### src/rtl/id_hazard_ctrl.sv
// id_hazard_ctrl: ID-stage decode, load-use hazard detection and ID/EX
// control register for a 5-stage RISC-V-style pipeline.
// Optional build macro ID_ILLEGAL_TRAP_EN: when defined, an illegal valid
// instruction enters EX as a marked bubble (valid_e=1, illegal_e=1).
module id_hazard_ctrl (
  input  logic        clk,
  input  logic        rst,
  input  logic [31:0] instr_d,
  input  logic        valid_d,
  input  logic        pc_src_e,
  output logic [1:0]  imm_src_d,
  output logic        stall_f,
  output logic        stall_d,
  output logic        flush_d,
  output logic        reg_write_e,
  output logic        mem_read_e,
  output logic        mem_write_e,
  output logic        alu_src_e,
  output logic        branch_e,
  output logic        jump_e,
  output logic        jalr_e,
  output logic [4:0]  rd_e,
  output logic        valid_e,
  output logic        illegal_e,
  output logic [15:0] stall_cnt
);

  typedef enum logic [6:0] {
    OPC_LOAD   = 7'b0000011,
    OPC_OP_IMM = 7'b0010011,
    OPC_JALR   = 7'b1100111,
    OPC_STORE  = 7'b0100011,
    OPC_BRANCH = 7'b1100011,
    OPC_JAL    = 7'b1101111,
    OPC_OP     = 7'b0110011
  } opcode_e;

  typedef enum logic [1:0] {
    IMM_I = 2'b00,
    IMM_S = 2'b01,
    IMM_B = 2'b10,
    IMM_J = 2'b11
  } imm_e;

  typedef struct packed {
    logic reg_write;
    logic mem_read;
    logic mem_write;
    logic alu_src;
    logic branch;
    logic jump;
    logic jalr;
  } ctrl_t;

  ctrl_t       ctrl_d, ctrl_q;
  imm_e        imm_d;
  logic        rs1_used, rs2_used, legal_d;
  logic [4:0]  rs1, rs2;
  logic [4:0]  rd_q;
  logic        valid_q;
  logic [15:0] cnt_q;
  logic [15:0] stall_cnt_q;
  logic        hazard, stall;

  // Function bits and upper immediate bits are consumed elsewhere.
  logic unused_bits;
  assign unused_bits = ^{instr_d[31:25], instr_d[14:12]};

  assign rs1 = instr_d[19:15];
  assign rs2 = instr_d[24:20];

  // Opcode decode; an empty IF/ID slot decodes as an illegal-free no-op.
  always_comb begin
    ctrl_d   = '0;
    imm_d    = IMM_I;
    rs1_used = 1'b0;
    rs2_used = 1'b0;
    legal_d  = 1'b1;
    case (instr_d[6:0])
      OPC_LOAD: begin
        ctrl_d.reg_write = 1'b1; ctrl_d.mem_read = 1'b1; ctrl_d.alu_src = 1'b1;
        rs1_used = 1'b1;
      end
      OPC_OP_IMM: begin
        ctrl_d.reg_write = 1'b1; ctrl_d.alu_src = 1'b1;
        rs1_used = 1'b1;
      end
      OPC_JALR: begin
        ctrl_d.reg_write = 1'b1; ctrl_d.jump = 1'b1; ctrl_d.jalr = 1'b1;
        rs1_used = 1'b1;
      end
      OPC_STORE: begin
        ctrl_d.mem_write = 1'b1; ctrl_d.alu_src = 1'b1;
        imm_d = IMM_S; rs1_used = 1'b1; rs2_used = 1'b1;
      end
      OPC_BRANCH: begin
        ctrl_d.branch = 1'b1;
        imm_d = IMM_B; rs1_used = 1'b1; rs2_used = 1'b1;
      end
      OPC_JAL: begin
        ctrl_d.reg_write = 1'b1; ctrl_d.jump = 1'b1;
        imm_d = IMM_J;
      end
      OPC_OP: begin
        ctrl_d.reg_write = 1'b1;
        rs1_used = 1'b1; rs2_used = 1'b1;
      end
      default: legal_d = 1'b0;
    endcase
    if (!valid_d) begin
      ctrl_d   = '0;
      imm_d    = IMM_I;
      rs1_used = 1'b0;
      rs2_used = 1'b0;
      legal_d  = 1'b1;
    end
  end

  // rd_q is already zero for non-writing instructions, so rd!=0 implies a write.
  assign hazard = valid_d & valid_q & ctrl_q.mem_read & (rd_q != 5'd0) &
                  ((rs1_used & (rs1 == rd_q)) | (rs2_used & (rs2 == rd_q)));

  // Gating with rst keeps the hazard outputs quiet while state is being reset.
  assign stall     = hazard & ~pc_src_e & ~rst;
  assign stall_f   = stall;
  assign stall_d   = stall;
  assign flush_d   = pc_src_e & ~rst;
  assign imm_src_d = imm_d;

  // Saturating count of load-use stall cycles.
  always_comb begin
    cnt_q = stall_cnt_q;
    if (stall && (stall_cnt_q != '1)) cnt_q = stall_cnt_q + 16'd1;
  end

`ifdef ID_ILLEGAL_TRAP_EN
  logic illegal_q;
  assign illegal_e = illegal_q;
`else
  assign illegal_e = 1'b0;
`endif

  // ID/EX register: bubble on reset, redirect, hazard or empty slot.
  always_ff @(posedge clk) begin
    if (rst) begin
      ctrl_q      <= '0;
      rd_q        <= '0;
      valid_q     <= 1'b0;
      stall_cnt_q <= '0;
`ifdef ID_ILLEGAL_TRAP_EN
      illegal_q   <= 1'b0;
`endif
    end else begin
      stall_cnt_q <= cnt_q;
      ctrl_q      <= '0;
      rd_q        <= '0;
      valid_q     <= 1'b0;
`ifdef ID_ILLEGAL_TRAP_EN
      illegal_q   <= 1'b0;
`endif
      if (!pc_src_e && !hazard && valid_d) begin
        if (legal_d) begin
          ctrl_q  <= ctrl_d;
          rd_q    <= ctrl_d.reg_write ? instr_d[11:7] : 5'd0;
          valid_q <= 1'b1;
        end else begin
`ifdef ID_ILLEGAL_TRAP_EN
          valid_q   <= 1'b1;
          illegal_q <= 1'b1;
`endif
        end
      end
    end
  end

  assign reg_write_e = ctrl_q.reg_write;
  assign mem_read_e  = ctrl_q.mem_read;
  assign mem_write_e = ctrl_q.mem_write;
  assign alu_src_e   = ctrl_q.alu_src;
  assign branch_e    = ctrl_q.branch;
  assign jump_e      = ctrl_q.jump;
  assign jalr_e      = ctrl_q.jalr;
  assign rd_e        = rd_q;
  assign valid_e     = valid_q;
  assign stall_cnt   = stall_cnt_q;

endmodule

### config.mk
export PLATFORM = sky130hd
export DESIGN_NAME = id_hazard_ctrl
export DESIGN_NICKNAME = d
export VERILOG_FILES = /design/src/rtl/id_hazard_ctrl.sv
export SDC_FILE = /design/constraint.sdc
export NUM_CORES = 1
export LEC_CHECK = 0
export ABC_AREA = 1
export BUFFER_PORTS_ARGS = -buffer_cell sky130_fd_sc_hd__buf_2
export CAP_MARGIN = 20
export CORE_UTILIZATION = 25
export CTS_BUF_LIST = sky130_fd_sc_hd__clkbuf_8
export DETAILED_ROUTE_END_ITERATION = 6
export GPL_TIMING_DRIVEN = 0
export PLACE_DENSITY = 0.5
export SKIP_CTS_REPAIR_TIMING = 1
export SYNTH_ARGS = -nofsm -noshare
export SYNTH_HDL_FRONTEND = slang
export SYNTH_SLANG_ARGS = --single-unit
### constraint.sdc
create_clock -name clk -period 1.9 [get_ports clk]
set_input_delay 0.475 -clock clk [delete_from_list [all_inputs] [get_ports clk]]
set_output_delay 0.475 -clock clk [all_outputs]
set_load 0.05 [all_outputs]
* Word-level counts from Yosys, hierarchy flattened
Index checks and enable logic that the tools add are counted.
** Word-level totals
- Register bits :: 29
- Bits in latches :: 0
- RAM bits :: 0
- Bits in read-only memories :: 0
- Input bits :: 36
- Output and inout bits :: 35
- Memories kept :: 0
** Operators by class
- Add/subtract/negate cells :: 1
- Multiply operators :: 0
- Divide/modulo/power cells :: 0
- $lt $le $gt $ge :: 0
- Equal/unequal tests :: 10
- Shift operators :: 0
- Muxes and demuxes :: 17
- Bitwise logic cells :: 16
- Reduce and logical (&&, ||, !) cells :: 16
** Operators by type and width (number)
- $eq A7 B7 Y1 const B :: 3
- $add A16 B1 Y16 const B :: 1
- $ne A16 B16 Y1 const B :: 1
- $eq A7 B6 Y1 const B :: 2
- $mux W1 :: 14
- $eq A5 B5 Y1 :: 2
- $and A1 B1 Y1 :: 9
- $reduce_or A3 Y1 :: 3
- $reduce_or A4 Y1 :: 2
- $eq A7 B2 Y1 const B :: 1
- $eq A7 B5 Y1 const B :: 1
- $mux W7 :: 1
- $reduce_or A7 Y1 :: 1
- $not A1 Y1 :: 6
- $pmux W2 S3 :: 1
- $reduce_or A6 Y1 :: 1
- $reduce_bool A5 Y1 :: 1
- $reduce_or A5 Y1 :: 1
- $reduce_or A2 Y1 :: 2
- $logic_and A1 B1 Y1 :: 3
- $logic_not A1 Y1 :: 2
- $mux W2 :: 1
- $or A1 B1 Y1 :: 1

* Logic depth before layout (Yosys ltp)
Gate-level depths: netlist of the first run.
- Word-level depth :: 12
- Mapped depth :: 13
- Depth with buffers taken out :: 13

* Worst setup path after synthesis of the first run
OpenSTA, ideal clock, no wires.
- Path kind :: register -> output
- Start point :: register rd_q[1], in the netlist rd_e[1]
- End point :: output stall_f
- Arrival :: 2.881 ns
- Required time :: 1.425 ns
- Path slack :: -1.456 ns
- Cell stages (with the launch flop) :: 12
- Buffers on the path :: 1
- Cells stage by stage :: dfxtp_1 -> inv_1 -> nand2_1 -> o21ai_0 -> nor2_1 -> nand2_1 -> nor2_1 -> nand2_2 -> nand2_4 -> nand2_2 -> nor3_1 -> buf_4
** On the way
- Cells in the longest elaborated chain, start to end :: 6
** RTL lines
- start, declared :: line 59 : logic [4:0] rd_q;
- start signal, assigned :: line 164 : rd_q <= ctrl_d.reg_write ? instr_d[11:7] : 5'd0;
- $eq A5 B5 Y1 :: line 121 : ((rs1_used & (rs1 == rd_q)) | (rs2_used & (rs2 == rd_q)));
- $and A1 B1 Y1 :: line 121
- $or A1 B1 Y1 :: line 121
- $and A1 B1 Y1 (*) :: line 120 : assign hazard = valid_d & valid_q & ctrl_q.mem_read & (rd_q != 5'd0) &
- $and A1 B1 Y1 (*) (2 in a row) :: line 124 : assign stall = hazard & ~pc_src_e & ~rst;
- end, declared :: line 12 : output logic stall_f,
Every way passes the cells marked *; elsewhere a longest branch is shown, timed or not.

* Worst setup path after layout of the first run
- Start point :: input instr_d[3]
- End point :: output stall_f
** On the way
- Cells in the longest elaborated chain, start to end :: 9
** RTL lines
- start, declared :: line 8 : input logic [31:0] instr_d,
- $eq A7 B7 Y1, or another cell as far along :: line 79 : case (instr_d[6:0])
- $reduce_or A6 Y1 (no source line) / $reduce_or A3 Y1 (equally long branches)
- $mux W1 :: line 79
- $mux W1 :: line 110 : if (!valid_d) begin
- $and A1 B1 Y1 :: line 121
- $or A1 B1 Y1 (*) :: line 121
- $and A1 B1 Y1 (*) :: line 120
- $and A1 B1 Y1 (*) (2 in a row) :: line 124
Marked as above.

==> results.md, run 1 <==
- The checks that failed: setup timing.
- The peak supply drop is 0.184 mV.
- The final count of hold timing violations is 0.
- The critical path data required time is 1.42 ns.
- In this run the register-to-register setup slack is 0.21 ns.
- The worst setup path is launched from a primary input.
- The detail-routed via count per cell is 4.27.
- Setup repair after global routing could not meet its margin everywhere.
- After detailed routing, the number of remaining DRC violations is 0.
- After synthesis, the netlist uses 33 different library cells.
- Row generation in the floorplan step produced 31 rows.
- The number of antenna violations at the first check in global routing was 0.
- The total grt overflow is 0.
- The worst hold path terminates at rd_e[1]$_SDFF_PP0_.
- Summed over all layers, the routed wires come to slightly above 5000 um.
- CTS saw 29 sinks.
- Compared with the post-synthesis result, the final layout area differs by 36.6%.
- The instance area at placement is between 2000 and 2500 um2.
- TritonCTS built the clock tree.
- When the netlist entered floorplanning its net count stood at 338.
- The data arrival time of the critical path is approximately 1.8 ns.
- In this run the power density over the cells is 465 nW/um2.
- The highest clock rate is 0.450 GHz.
- In the layout the commonest cells are sky130_fd_sc_hd__nand2_1, sky130_fd_sc_hd__inv_1, sky130_fd_sc_hd__buf_2.
- STA classifies the critical path endpoint as an output port.
- Across the routed clock network, the largest skew measured is 0.00706 ns.
- By instance count, the cell type seen most on the critical path is sky130_fd_sc_hd__nand2_4.
- In this run the remaining antenna-violating nets after routing total 0.
- In this run the standard cell core region covers 7370 um2.
- The latest clock arrival within the worst-skew pair is around 0.28 ns.
- The pin count of the biggest net entering global routing is 11.
- In the post-route analysis, the smallest setup slack over all paths is -0.321 ns.
- The buffer levels on the longest clock path is 2.
- Clock-pin slew was measured on the worst setup and hold paths at 0.06 ns.
- A synthesized cell averages about 6.4 um2.
- For this run, the post-layout net count is 407.
- The internal power summed over all cells is 0.000899 W.
- The weighted congestion at the end of routability-driven global placement is 0.799.
- The fraction of the core area covered by cells at the end of the flow is 0.358.
- The number of global-route vias before repair is 1887.
- 0 antenna diodes ended up in the layout.
- In this run the static leakage power is between 1 and 1.5 nW.
- For this run, the total global-route usage over all layers was measured as 0.130.
- OpenSTA, run right after detailed placement, puts the worst setup slack at -0.607 ns.
- The max-slew violation total from the final report was 0.
- The number of CTS-inserted buffers is 5.
- The wire length per cell is 10.9 um.
- In this run the cell area of the synthesized design comes to 1930 um2.
- Of the total power, registers draw 0.491.
- The total power consumption of the routed design is between 0.001 and 0.0015 W.
- The overall die width is 89.9 um.
- The total number of vias is 2007.
- The port buffer count is 59.
- The worst path in the final design needs a cycle of 2.22 ns, including I/O delays and setup.
- 71 I/O pins were placed.
- The number of H-tree levels is 2.
- The most common cell after layout, fill and taps aside is sky130_fd_sc_hd__nand2_1.
- Measured along the y axis, the die boundary spans 89.9 um.
- Once layout is done, the placed cells without fillers occupy 2640 um2.
- Measured in cells, the most critical reg-to-reg path has a length of 10.
- For this run, the number of Yosys warnings is 0.
- Setup violations remaining at the end of the flow were counted as 2.
- CTS placed an instance of sky130_fd_sc_hd__clkbuf_8 at the clock tree root.
- Counting flops and latches in the post-synthesis netlist gives 29.
- The worst hold path was traced through 3 stages.
- In this run, the number of DRC markers left after iteration 0 of detailed routing was 98.
- The worst setup path is of the primary input to output port kind.
- Along the worst path, the maximum fanout reaches 4.
- The share of total power dissipated in combinational logic is 0.110.
- The endpoint of the most critical register-to-register path is stall_cnt[15]$_SDFFE_PP0P_.
- The worst max-slew margin expressed relative to the limit is 0.668.
- The signal on the critical path passes through buf_4 -> inv_12 -> nand2_4 -> nor2_4 -> nand2_2 -> nand2_2 -> nand4_4 -> nand2_4 -> nand2_4 -> nor3_4 -> buf_6 -> buf_8.
- Of the total power, the share spent switching nets is 0.267.
- The floorplan step defined a die boundary enclosing 8070 um2.
- The half-perimeter wire length after detailed placement is approximately 4000 um.
- The first-pass GRT wire length is 8570 um.
- Synthesis produced 301 cells.
- The fraction of final layout cells with drive strength greater than 1 is 0.375.
- For this run, the slowest stage of the critical path takes 0.16 ns.
- Dividing the final minimum period by the clock period gives 1.17.
- The relative contribution of the clock network to total power is 0.399.
- The number of filler instances in the final layout is 832.
- For the pin with the worst max-slew slack, the measured transition is 0.496 ns.
- The share of synthesized area occupied by flip-flops and latches is 0.301.
- The cell with the biggest individual delay on the critical path is sky130_fd_sc_hd__nor3_4.
- In this run the most critical hold path is launched from instr_d[8].
- The flow ran to the end, but the final reports show violations.
- The starting utilization of the core area is 0.262.
- The class of the worst hold path is primary input to register.
- The number of instances in the placed design is 459.
- The worst register-to-register path begins at stall_cnt[2]$_SDFFE_PP0P_.
- The pre-antenna-repair detailed-routing pass consisted of 4 iterations.
- The count of placed standard cells in the final layout, fillers left out is 470.
- The total of max-cap violations is 0.
- The analysis attributes to net switching a power of between 0.0003 and 0.0004 W.
-- layout make-up --
| type | instances | area [um2] | share of cell area |
|---|---|---|---|
| multi-input cells | 202 | 1160 | 0.441 |
| repair buffers | 62 | 348 | 0.132 |
| clock inverters | 3 | 13.8 | 0.00522 |
| inverters | 64 | 265 | 0.101 |
| flip-flops and latches | 29 | 598 | 0.227 |
| plain buffers | 6 | 55.1 | 0.0209 |
| well taps | 99 | 124 | 0.0470 |
| clock buffers | 5 | 68.8 | 0.0261 |
-- synth_stat cells (all sizes together) --
master / n / share of area
nor3: 4 / 0.010
ha: 1 / 0.0065
conb: 1 / 0.0019
o211ai: 1 / 0.0039
nor4: 1 / 0.0032
a21oi: 5 / 0.013
buf: 5 / 0.025
o21ai: 16 / 0.047
clkinv: 1 / 0.0019
nand4: 20 / 0.11
nand3: 10 / 0.029
xor2: 3 / 0.014
nor3b: 2 / 0.0078
inv: 63 / 0.12
clkbuf: 1 / 0.0019
or2: 1 / 0.0032
nand2: 74 / 0.16
nand3b: 1 / 0.0039
and2: 1 / 0.0032
dfxtp: 29 / 0.30
nor2: 61 / 0.14
-- metal layers --
layer  wire (um)  GRT usage  vias up  share of wire
met1        2500      0.165      907           0.49
met3         134     0.0220        5          0.026
li1            -          -     1064              -
met2        2410      0.221       31           0.47
met5           0          0        -              0
met4          74     0.0470        0          0.014
-- stage by stage --
stage | setup TNS (ns) | hold slack [ns]
floorplan | -0.602 | 0.592
global placement | -1.44 | 0.518
detailed placement | -1.41 | 0.532
CTS | -1.22 | 0.404
global route | -0.831 | 0.409
finish | -0.616 | 0.406
-- logic make-up after synthesis --
group	synth area share
compound gates	0.0642
fa+ha+maj	0.00648
buf+inv	0.151
flops	0.301
simple gates	0.462
other cells	0.00194
xor+xnor	0.0136
-- power groups by stage --
stage,combinational [W],clock (W),sequential [W]
after floorplan,0.0000709,0,0.000617
after global placement,0.000124,0,0.000616
after detailed placement,0.000125,0,0.000616
after CTS,0.000126,0.000508,0.000602
after global routing,0.000147,0.000533,0.000602
final,0.000135,0.000489,0.000602
-- worst max-delay path: cells and delay by family --
kind                   cells  cell delay, ns
buffers and inverters      4            0.47
AND/OR/NAND/NOR            8            0.79
-- flip-flops by register name, summed over array words and instances, names as in the netlist --
signal and count:
reg_write_e 1, alu_src_e 1, branch_e 1, mem_read_e 1, mem_write_e 1, valid_e 1
stall_cnt 16, jump_e 1, jalr_e 1, rd_e 5
-- worst max path at each step --
stage / endpoint / cells past startpoint / from
floorplan: stall_f / 10 / instr_d[3]
global placement: stall_f / 12 / instr_d[3]
detailed placement: stall_f / 12 / instr_d[3]
CTS: stall_f / 12 / instr_d[3]
global route: stall_f / 12 / instr_d[3]
finish: stall_f / 12 / instr_d[3]
No activity file was read; power rests on OpenSTA's default activity.
==> inputs of run 2 (changes only) <==
--- a/config.mk
+++ b/config.mk
@@ -12,7 +12,7 @@
 export CTS_BUF_LIST = sky130_fd_sc_hd__clkbuf_8
 export DETAILED_ROUTE_END_ITERATION = 6
 export GPL_TIMING_DRIVEN = 0
-export PLACE_DENSITY = 0.5
+export PLACE_DENSITY = 0.48
 export SKIP_CTS_REPAIR_TIMING = 1
 export SYNTH_ARGS = -nofsm -noshare
 export SYNTH_HDL_FRONTEND = slang
==> constraint.sdc (replaced) <==
create_clock -name clk -period 2.8 [get_ports clk]
set_input_delay 0.7 -clock clk [delete_from_list [all_inputs] [get_ports clk]]
set_output_delay 0.7 -clock clk [all_outputs]
set_load 0.05 [all_outputs]
==> run 2 against run 1 <==
Compared with the run above:
- the run now ends clean
- largest power group is now clock
- via count decreased by 5.0%
- power decreased by 18%
- non-clock buffer count decreased by 2
==> results.md, run 2 (same netlist as run 1, synthesis figures left out) <==
- The run finished with clean final reports.
- The max-slew violation total from the final report is 0 (unchanged).
- The logic depth of the worst register-to-register path is 9 (-1).
- The area inside the core boundary is 7370 um2 (unchanged).
- The total of max-cap violations came to 0 (unchanged).
- The endpoint identified for the worst register-to-register timing path is stall_cnt[14]$_SDFFE_PP0P_.
- The worst hold path cell count is 4 (+1).
- The total power consumption of the routed design is 0.00101 W (-18%).
- The number of antenna violations at the first check in global routing is 0 (unchanged).
- The family with the most delay on the worst path is simple AND/OR/NAND/NOR gates.
- The weighted congestion at the end of routability-driven global placement is 0.794 (-0.66%).
- The pin count of the biggest net entering global routing is 11 (unchanged).
- The critical-path maximum fanout is 5 (+1).
- The overall die width came to 89.9 um (unchanged).
- The critical path data required time is 2.10 ns (+0.68 ns).
- The detail-routed via count per cell is 4.07 (-4.6%).
- The flip-flop count of the largest register, all copies and words added is 16 (unchanged).
- The number of CTS-inserted buffers is 5 (unchanged).
- The clock edge transition at the registers on the reported setup and hold paths is 0.06 ns (about the same).
- The peak supply drop came to 0.246 mV (+34%).
- The data arrival time of the critical path is 1.99 ns (+0.24 ns).
- The number of filler instances in the final layout is 844 (+1.4%).
- The startpoint identified for the worst register-to-register timing path is stall_cnt[1]$_SDFFE_PP0P_.
- The final layout net count is 405 (-0.49%).
- The total routing usage reported by global routing is 0.122 (-0.00749).
- The floorplan die height was 89.9 um (unchanged).
- The relative area change from synthesis to final layout is 31.3%.
- Setup repair after global routing could not meet its margin everywhere.
- The worst setup path is captured at an output port.
- The number of setup violations in the final report was 0 (-2).
- The first-pass GRT wire length is 7990 um (-6.8%).
- The cell with the biggest individual delay on the critical path is sky130_fd_sc_hd__nor3_4.
- The port buffer count is 59 (unchanged).
- The buffer levels on the longest clock path is 2 (unchanged).
- The total DRC errors in the routed layout is 0 (unchanged).
- The latest clock arrival within the worst-skew pair came to 0.28 ns (about the same).
- The most common cell after layout, fill and taps aside is sky130_fd_sc_hd__nand2_1.
- CTS placed an instance of sky130_fd_sc_hd__clkbuf_8 at the clock tree root.
- The final antenna diode count is 0 (unchanged).
- The starting utilization of the core area is 0.262 (unchanged).
- The die footprint is 8070 um2 (unchanged).
- The initial DRC count was 50 (-49%).
- The count of clock tree sinks is 29 (unchanged).
- The count of placed standard cells in the final layout, fillers left out is 468 (-0.43%).
- The number of instances in the placed design is 459 (unchanged).
- The tightest min-delay check is of the register to register type.
- The worst max-slew margin expressed relative to the limit is 0.627 (-0.0409).
- In this run the most critical hold path is launched from stall_cnt[1]$_SDFFE_PP0P_.
- In the finished design, the share of the clock period the worst path needs comes to 0.961.
- The half-perimeter wire length after detailed placement is 3760 um (-5.8%).
- The static power due to leakage is 1.38 nW (-2.5%).
- The number of global-route vias before repair is 1669 (-12%).
- The total grt overflow is 0 (unchanged).
- The routed design could run at a clock period as short as 2.69 ns.
- The final count of hold timing violations is 0 (unchanged).
- The total power per unit cell area is 398 nW/um2 (-14%).
- The wire length per cell came to 10.0 um (-7.9%).
- The clock skew was 0.00738 ns (+0.000320 ns).
- The area of all placed cells without fillers was 2530 um2 (-3.9%).
- The worst setup path is of the primary input to output port kind.
- The number of I/O pins is 71 (unchanged).
- The remaining antenna violation count after routing is 0 (unchanged).
- Walking the worst path, the cells encountered are buf_2 -> inv_1 -> nand2_2 -> nor2_4 -> nand2_1 -> nand2_1 -> nand4_4 -> nand2_4 -> nand2_4 -> nor3_4 -> buf_6 -> buf_6.
- For hold timing, the worst endpoint is stall_cnt[1]$_SDFFE_PP0P_.
- The count of TritonRoute iterations in the first routing pass was 5 (+1).
- The total wire length came to 4700 um (-8.3%).
- The instance area at placement is 2370 um2 (-2.4%).
- STA classifies the critical path startpoint as a primary input.
- TritonCTS built the clock tree.
- The number of H-tree levels was 2 (unchanged).
- In the layout the commonest cells are sky130_fd_sc_hd__nand2_1, sky130_fd_sc_hd__buf_2, sky130_fd_sc_hd__inv_1.
- The number of cell rows is 31 (unchanged).
- The register-to-register path setup slack was 1.00 ns (+0.79 ns).
- The number of buffer and inverter stages on the critical path is 4 (unchanged).
- The largest stage delay on the critical path came to 0.19 ns (+0.03 ns).
- The total number of vias came to 1907 (-5.0%).
- The highest clock rate is 0.372 GHz.
- The slew at the pin closest to its max-slew limit came to 0.557 ns (+0.0611 ns).
- The fraction of final layout cells with drive strength greater than 1 came to 0.314 (-0.0603).
[run 2: worst max-delay path by stage]
stage                from  slack [ns]  depth (start not counted)      end
2_1_floorplan  instr_d[3]       0.008                         10  stall_f
3_3_place_gp   instr_d[3]       -0.05                         12  stall_f
3_5_place_dp   instr_d[3]       -0.05                         12  stall_f
4_1_cts        instr_d[3]       -0.05                         12  stall_f
5_1_grt        instr_d[3]       -0.02                         12  stall_f
6_report       instr_d[3]        0.11                         12  stall_f
[run 2: area by class of cell]
class,count,area (um2),share of cell area
inverters,64,240,0.0948
repair buffers,60,312,0.123
flip-flops and latches,29,584,0.231
clock buffers,5,68.8,0.0272
plain buffers,6,55.1,0.0217
well taps,99,124,0.0489
clock inverters,3,65.1,0.0257
multi-input cells,202,1080,0.428
[run 2: layer usage]
layer / wire length (um) / GRT usage / vias to the layer above
li1: - / - / 1055
met1: 2360 / 0.160 / 808
met2: 2070 / 0.192 / 38
met3: 185 / 0.0313 / 6
met4: 85 / 0.0484 / 0
met5: 0 / 0 / -
[run 2: worst reg2reg max path: cells and delay by family, from the launching register on]
family,cells,cell delay (ns)
AO/OA/AOI/OAI,1,0.17
flip-flops,1,0.38
AND/OR/NAND/NOR,7,0.99
adder cells (fa/ha/maj),1,0.17
[run 2: stage by stage]
step	util	setup WS, ns	setup TNS, ns	hold WS [ns]
floorplan	-	0.00812	0	0.744
global placement	0.322	-0.0453	-0.0453	0.533
detailed placement	0.322	-0.0525	-0.0525	0.545
CTS	0.340	-0.0501	-0.0501	0.557
global route	0.344	-0.0220	-0.0220	0.592
finish	0.344	0.110	0	0.551
[run 2: report_power, final]
group / switching (W) / leakage (nW) / internal (W) / total (W)
Sequential: 0.0000000638 / 0.235 / 0.000412 / 0.000413
Combinational: 0.0000493 / 1.08 / 0.0000276 / 0.0000770
Clock: 0.000166 / 0.0681 / 0.000353 / 0.000520
Total: 0.000216 / 1.38 / 0.000793 / 0.00101
==> inputs of run 3 (changes only) <==
--- a/config.mk
+++ b/config.mk
@@ -8,12 +8,15 @@
 export ABC_AREA = 1
 export BUFFER_PORTS_ARGS = -buffer_cell sky130_fd_sc_hd__buf_2
 export CAP_MARGIN = 20
+export CELL_PAD_IN_SITES_DETAIL_PLACEMENT = 1
+export CELL_PAD_IN_SITES_GLOBAL_PLACEMENT = 1
 export CORE_UTILIZATION = 25
 export CTS_BUF_LIST = sky130_fd_sc_hd__clkbuf_8
 export DETAILED_ROUTE_END_ITERATION = 6
 export GPL_TIMING_DRIVEN = 0
-export PLACE_DENSITY = 0.48
+export PLACE_DENSITY_LB_ADDON = 0.1
 export SKIP_CTS_REPAIR_TIMING = 1
+export SLEW_MARGIN = 5
 export SYNTH_ARGS = -nofsm -noshare
 export SYNTH_HDL_FRONTEND = slang
 export SYNTH_SLANG_ARGS = --single-unit
==> run 3 against run 2 <==
Compared with the run above:
- sequential share of layout area grew 0.28 points
- power fell by 17%
- worst setup slack got worse by 0.0082 ns
- cell area down 1.2%
- routed wire length grew 17%
- sequential power barely moved
- clock power is 34% lower
- highest routed layer unchanged
- flip-flop and latch count stayed put
- combinational power up 4.4%
- worst hold slack better by 0.0058 ns
- clock-buffer cell count unchanged
- global-route usage rose by 2.0 points
==> results.md, run 3 (same netlist as run 1, synthesis figures left out) <==
- The number of setup violations in the final report was 0 (unchanged).
- The wire length per cell is 11.7 um (+17%).
- The library cells used most frequently in the layout, excluding fill and tap cells, are sky130_fd_sc_hd__nand2_1, sky130_fd_sc_hd__inv_1, sky130_fd_sc_hd__buf_2.
- The total number of vias came to 2001 (+4.9%).
- The launching element type of the critical path is a primary input.
- The fraction of final layout cells with drive strength greater than 1 is 0.318 (+0.00370).
- The latest clock arrival within the worst-skew pair was 0.28 ns (about the same).
- The flow ran to the end, and the final reports show no timing, DRC or antenna violations.
- The half-perimeter wire length after detailed placement is 4420 um (+17%).
- The total grt overflow is 0 (unchanged).
- The final antenna diode count is 0 (unchanged).
- The number of buffer and inverter stages on the critical path is 4 (unchanged).
- The clock skew is 0.0112 ns (+0.00379 ns).
- The port buffer count is 59 (unchanged).
- The initial DRC count is 38 (-24%).
- The final count of hold timing violations is 0 (unchanged).
- The total of max-cap violations came to 0 (unchanged).
- The clock tree root buffer cell is sky130_fd_sc_hd__clkbuf_8.
- The weighted congestion at the end of routability-driven global placement is 0.789 (-0.57%).
- The startpoint identified for the worst register-to-register timing path is stall_cnt[0]$_SDFFE_PP0P_.
- The count of clock tree sinks is 29 (unchanged).
- The cell with the biggest individual delay on the critical path is sky130_fd_sc_hd__nor3_4.
- The number of filler instances in the final layout was 999 (+18%).
- The final worst-path setup slack is 0.101 ns (-0.00820 ns).
- The relative contribution of the clock network to total power is 0.409 (-0.106).
- In this run the critical register-to-register path is captured at stall_cnt[14]$_SDFFE_PP0P_.
- The part of the total power dissipated in sequential elements is 0.495 (+0.086).
- The most common cell after layout, fill and taps aside is sky130_fd_sc_hd__nand2_1.
- The launch instance of the worst min-delay path is stall_cnt[1]$_SDFFE_PP0P_.
- The number of H-tree levels came to 2 (unchanged).
- The worst max-slew margin expressed relative to the limit is 0.626 (-0.00171).
- The category of the worst setup path capture point is an output port.
- The total power consumption of the routed design came to 0.000834 W (-17%).
- The class of the worst hold path is register to register.
- The time the worst path needs with I/O delays and setup is 2.70 ns (+0.00820 ns).
- The pin count of the biggest net entering global routing was 11 (unchanged).
- The worst hold path cell count is 4 (unchanged).
- The largest stage delay on the critical path came to 0.17 ns (-0.02 ns).
- The worst setup path category is primary input to output port.
- The count of placed standard cells in the final layout, fillers left out is 470 (+0.43%).
- The die footprint is 8070 um2 (unchanged).
- The floorplan die height is 89.9 um (unchanged).
- The flip-flop count of the largest register, all copies and words added is 16 (unchanged).
- The buffer levels on the longest clock path is 2 (unchanged).
- The clock tree from TritonCTS is done.
- The share of the cycle needed by the critical path after routing came to 0.964 (+0.00293).
- The peak supply drop is 0.148 mV (-40%).
- The slew at the pin closest to its max-slew limit is 0.559 ns (+0.00255 ns).
- The starting utilization of the core area is 0.262 (unchanged).
- The area inside the core boundary is 7370 um2 (unchanged).
- The count of TritonRoute iterations in the first routing pass is 4 (-1).
- The static power due to leakage was 1.37 nW (-0.63%).
- The area growth from synthesis to layout is 29.8%.
- The summed negative setup slack over all endpoints came to 0 ns (unchanged).
- The remaining antenna violation count after routing was 0 (unchanged).
- The total routing usage reported by global routing was 0.142 (+0.0196).
- The worst slack at placement is -0.126 ns (-0.0738 ns).
- The total wire length is 5520 um (+17%).
- The internal power summed over all cells is 0.000609 W (-23%).
- The total DRC errors in the routed layout is 0 (unchanged).
- Traced cell by cell, the critical path runs through buf_2 -> inv_1 -> nand2_2 -> nor2_4 -> nand2_1 -> nand2_2 -> nand4_4 -> nand2_4 -> nand2_4 -> nor3_4 -> buf_6 -> buf_8.
- The clock edge transition at the registers on the reported setup and hold paths came to 0.07 ns (about the same).
- The number of I/O pins is 71 (unchanged).
- The combinational cell fraction of total power is 0.096 (+0.020).
- The number of CTS-inserted buffers was 5 (unchanged).
- The critical path data required time was 2.10 ns (about the same).
- The number of global-route vias before repair is 1967 (+18%).
- The switching power share of the total is 0.269 (+0.0553).
- The register-to-register path setup slack was 1.01 ns (about the same).
- The overall die width came to 89.9 um (unchanged).
- The highest clock rate is 0.371 GHz (-0.30%).
- The number of cell rows came to 31 (unchanged).
- The data arrival time of the critical path is 2.00 ns (about the same).
- The switching component of the power is 0.000224 W (+4.0%).
- The first-pass GRT wire length is 9300 um (+16%).
- The number of instances in the placed design is 459 (unchanged).
- The detail-routed via count per cell was 4.26 (+4.5%).
- The total power per unit cell area came to 333 nW/um2 (-16%).
- The final layout net count came to 407 (+0.49%).
- The number of antenna violations at the first check in global routing came to 0 (unchanged).
- The critical-path maximum fanout is 5 (unchanged).
- The end of the worst hold path is stall_cnt[1]$_SDFFE_PP0P_.
- The max-slew violation total from the final report is 0 (unchanged).
- On the critical path the largest part of the delay comes from simple AND/OR/NAND/NOR gates.
- The logic depth of the worst register-to-register path is 9 (unchanged).
## run 3: cell count changes in the layout (fill, tap and decap cells not counted), sizes merged
cell and delta:
inv +1, bufinv -2, buf +2, clkinv +1
## run 3: layout make-up
| class | instances | area, um2 | share of cell area |
|---|---|---|---|
| clock buffer | 5 | 68.8 | 0.0275 |
| inverter | 64 | 240 | 0.0960 |
| tap | 99 | 124 | 0.0495 |
| buffer | 6 | 55.1 | 0.0220 |
| clock inverter | 3 | 13.8 | 0.00550 |
| timing repair buffer | 62 | 330 | 0.132 |
| sequential | 29 | 584 | 0.233 |
| multi-input combinational | 202 | 1090 | 0.434 |
## run 3: worst max-delay path by stage
| stage | startpoint | endpoint | slack (ns) | cells after the start |
|---|---|---|---|---|
| floorplan | instr_d[3] | stall_f | 0.008 | 10 |
| global placement | instr_d[3] | stall_f | -0.12 | 12 |
| detailed placement | instr_d[3] | stall_f | -0.13 | 12 |
| CTS | instr_d[3] | stall_f | -0.13 | 12 |
| global route | instr_d[3] | stall_f | -0.01 | 12 |
| finish | instr_d[3] | stall_f | 0.10 | 12 |
## run 3: tightest hold or removal path: stages, from the launching register on
cell	delay (ns)
sky130_fd_sc_hd__dfxtp_1	0.34
sky130_fd_sc_hd__inv_1	0.06
sky130_fd_sc_hd__nand2_1	0.04
sky130_fd_sc_hd__inv_1	0.04
sky130_fd_sc_hd__nor2_1	0.03
## run 3: power groups by stage
stage               sequential, W  combinational [W]  clock (W)
floorplan                0.000422          0.0000440          0
global placement         0.000422          0.0000787          0
detailed placement       0.000422          0.0000799          0
CTS                      0.000412          0.0000801   0.000354
global route             0.000412          0.0000895   0.000376
finish                   0.000412          0.0000804   0.000341
## run 3: per-stage QoR
stage / utilization / cell area [um2] / hold WS [ns]
finish: 0.340 / 2500 / 0.556
global route: 0.340 / 2500 / 0.605
CTS: 0.333 / 2460 / 0.564
detailed placement: 0.322 / 2370 / 0.554
global placement: 0.322 / 2370 / 0.538
floorplan: - / 1960 / 0.744
## run 3: routing by layer
metal / wire (um) / track usage
met5: 0 / 0
met3: 225 / 0.0347
met1: 2800 / 0.187
met2: 2430 / 0.226
met4: 65 / 0.0484
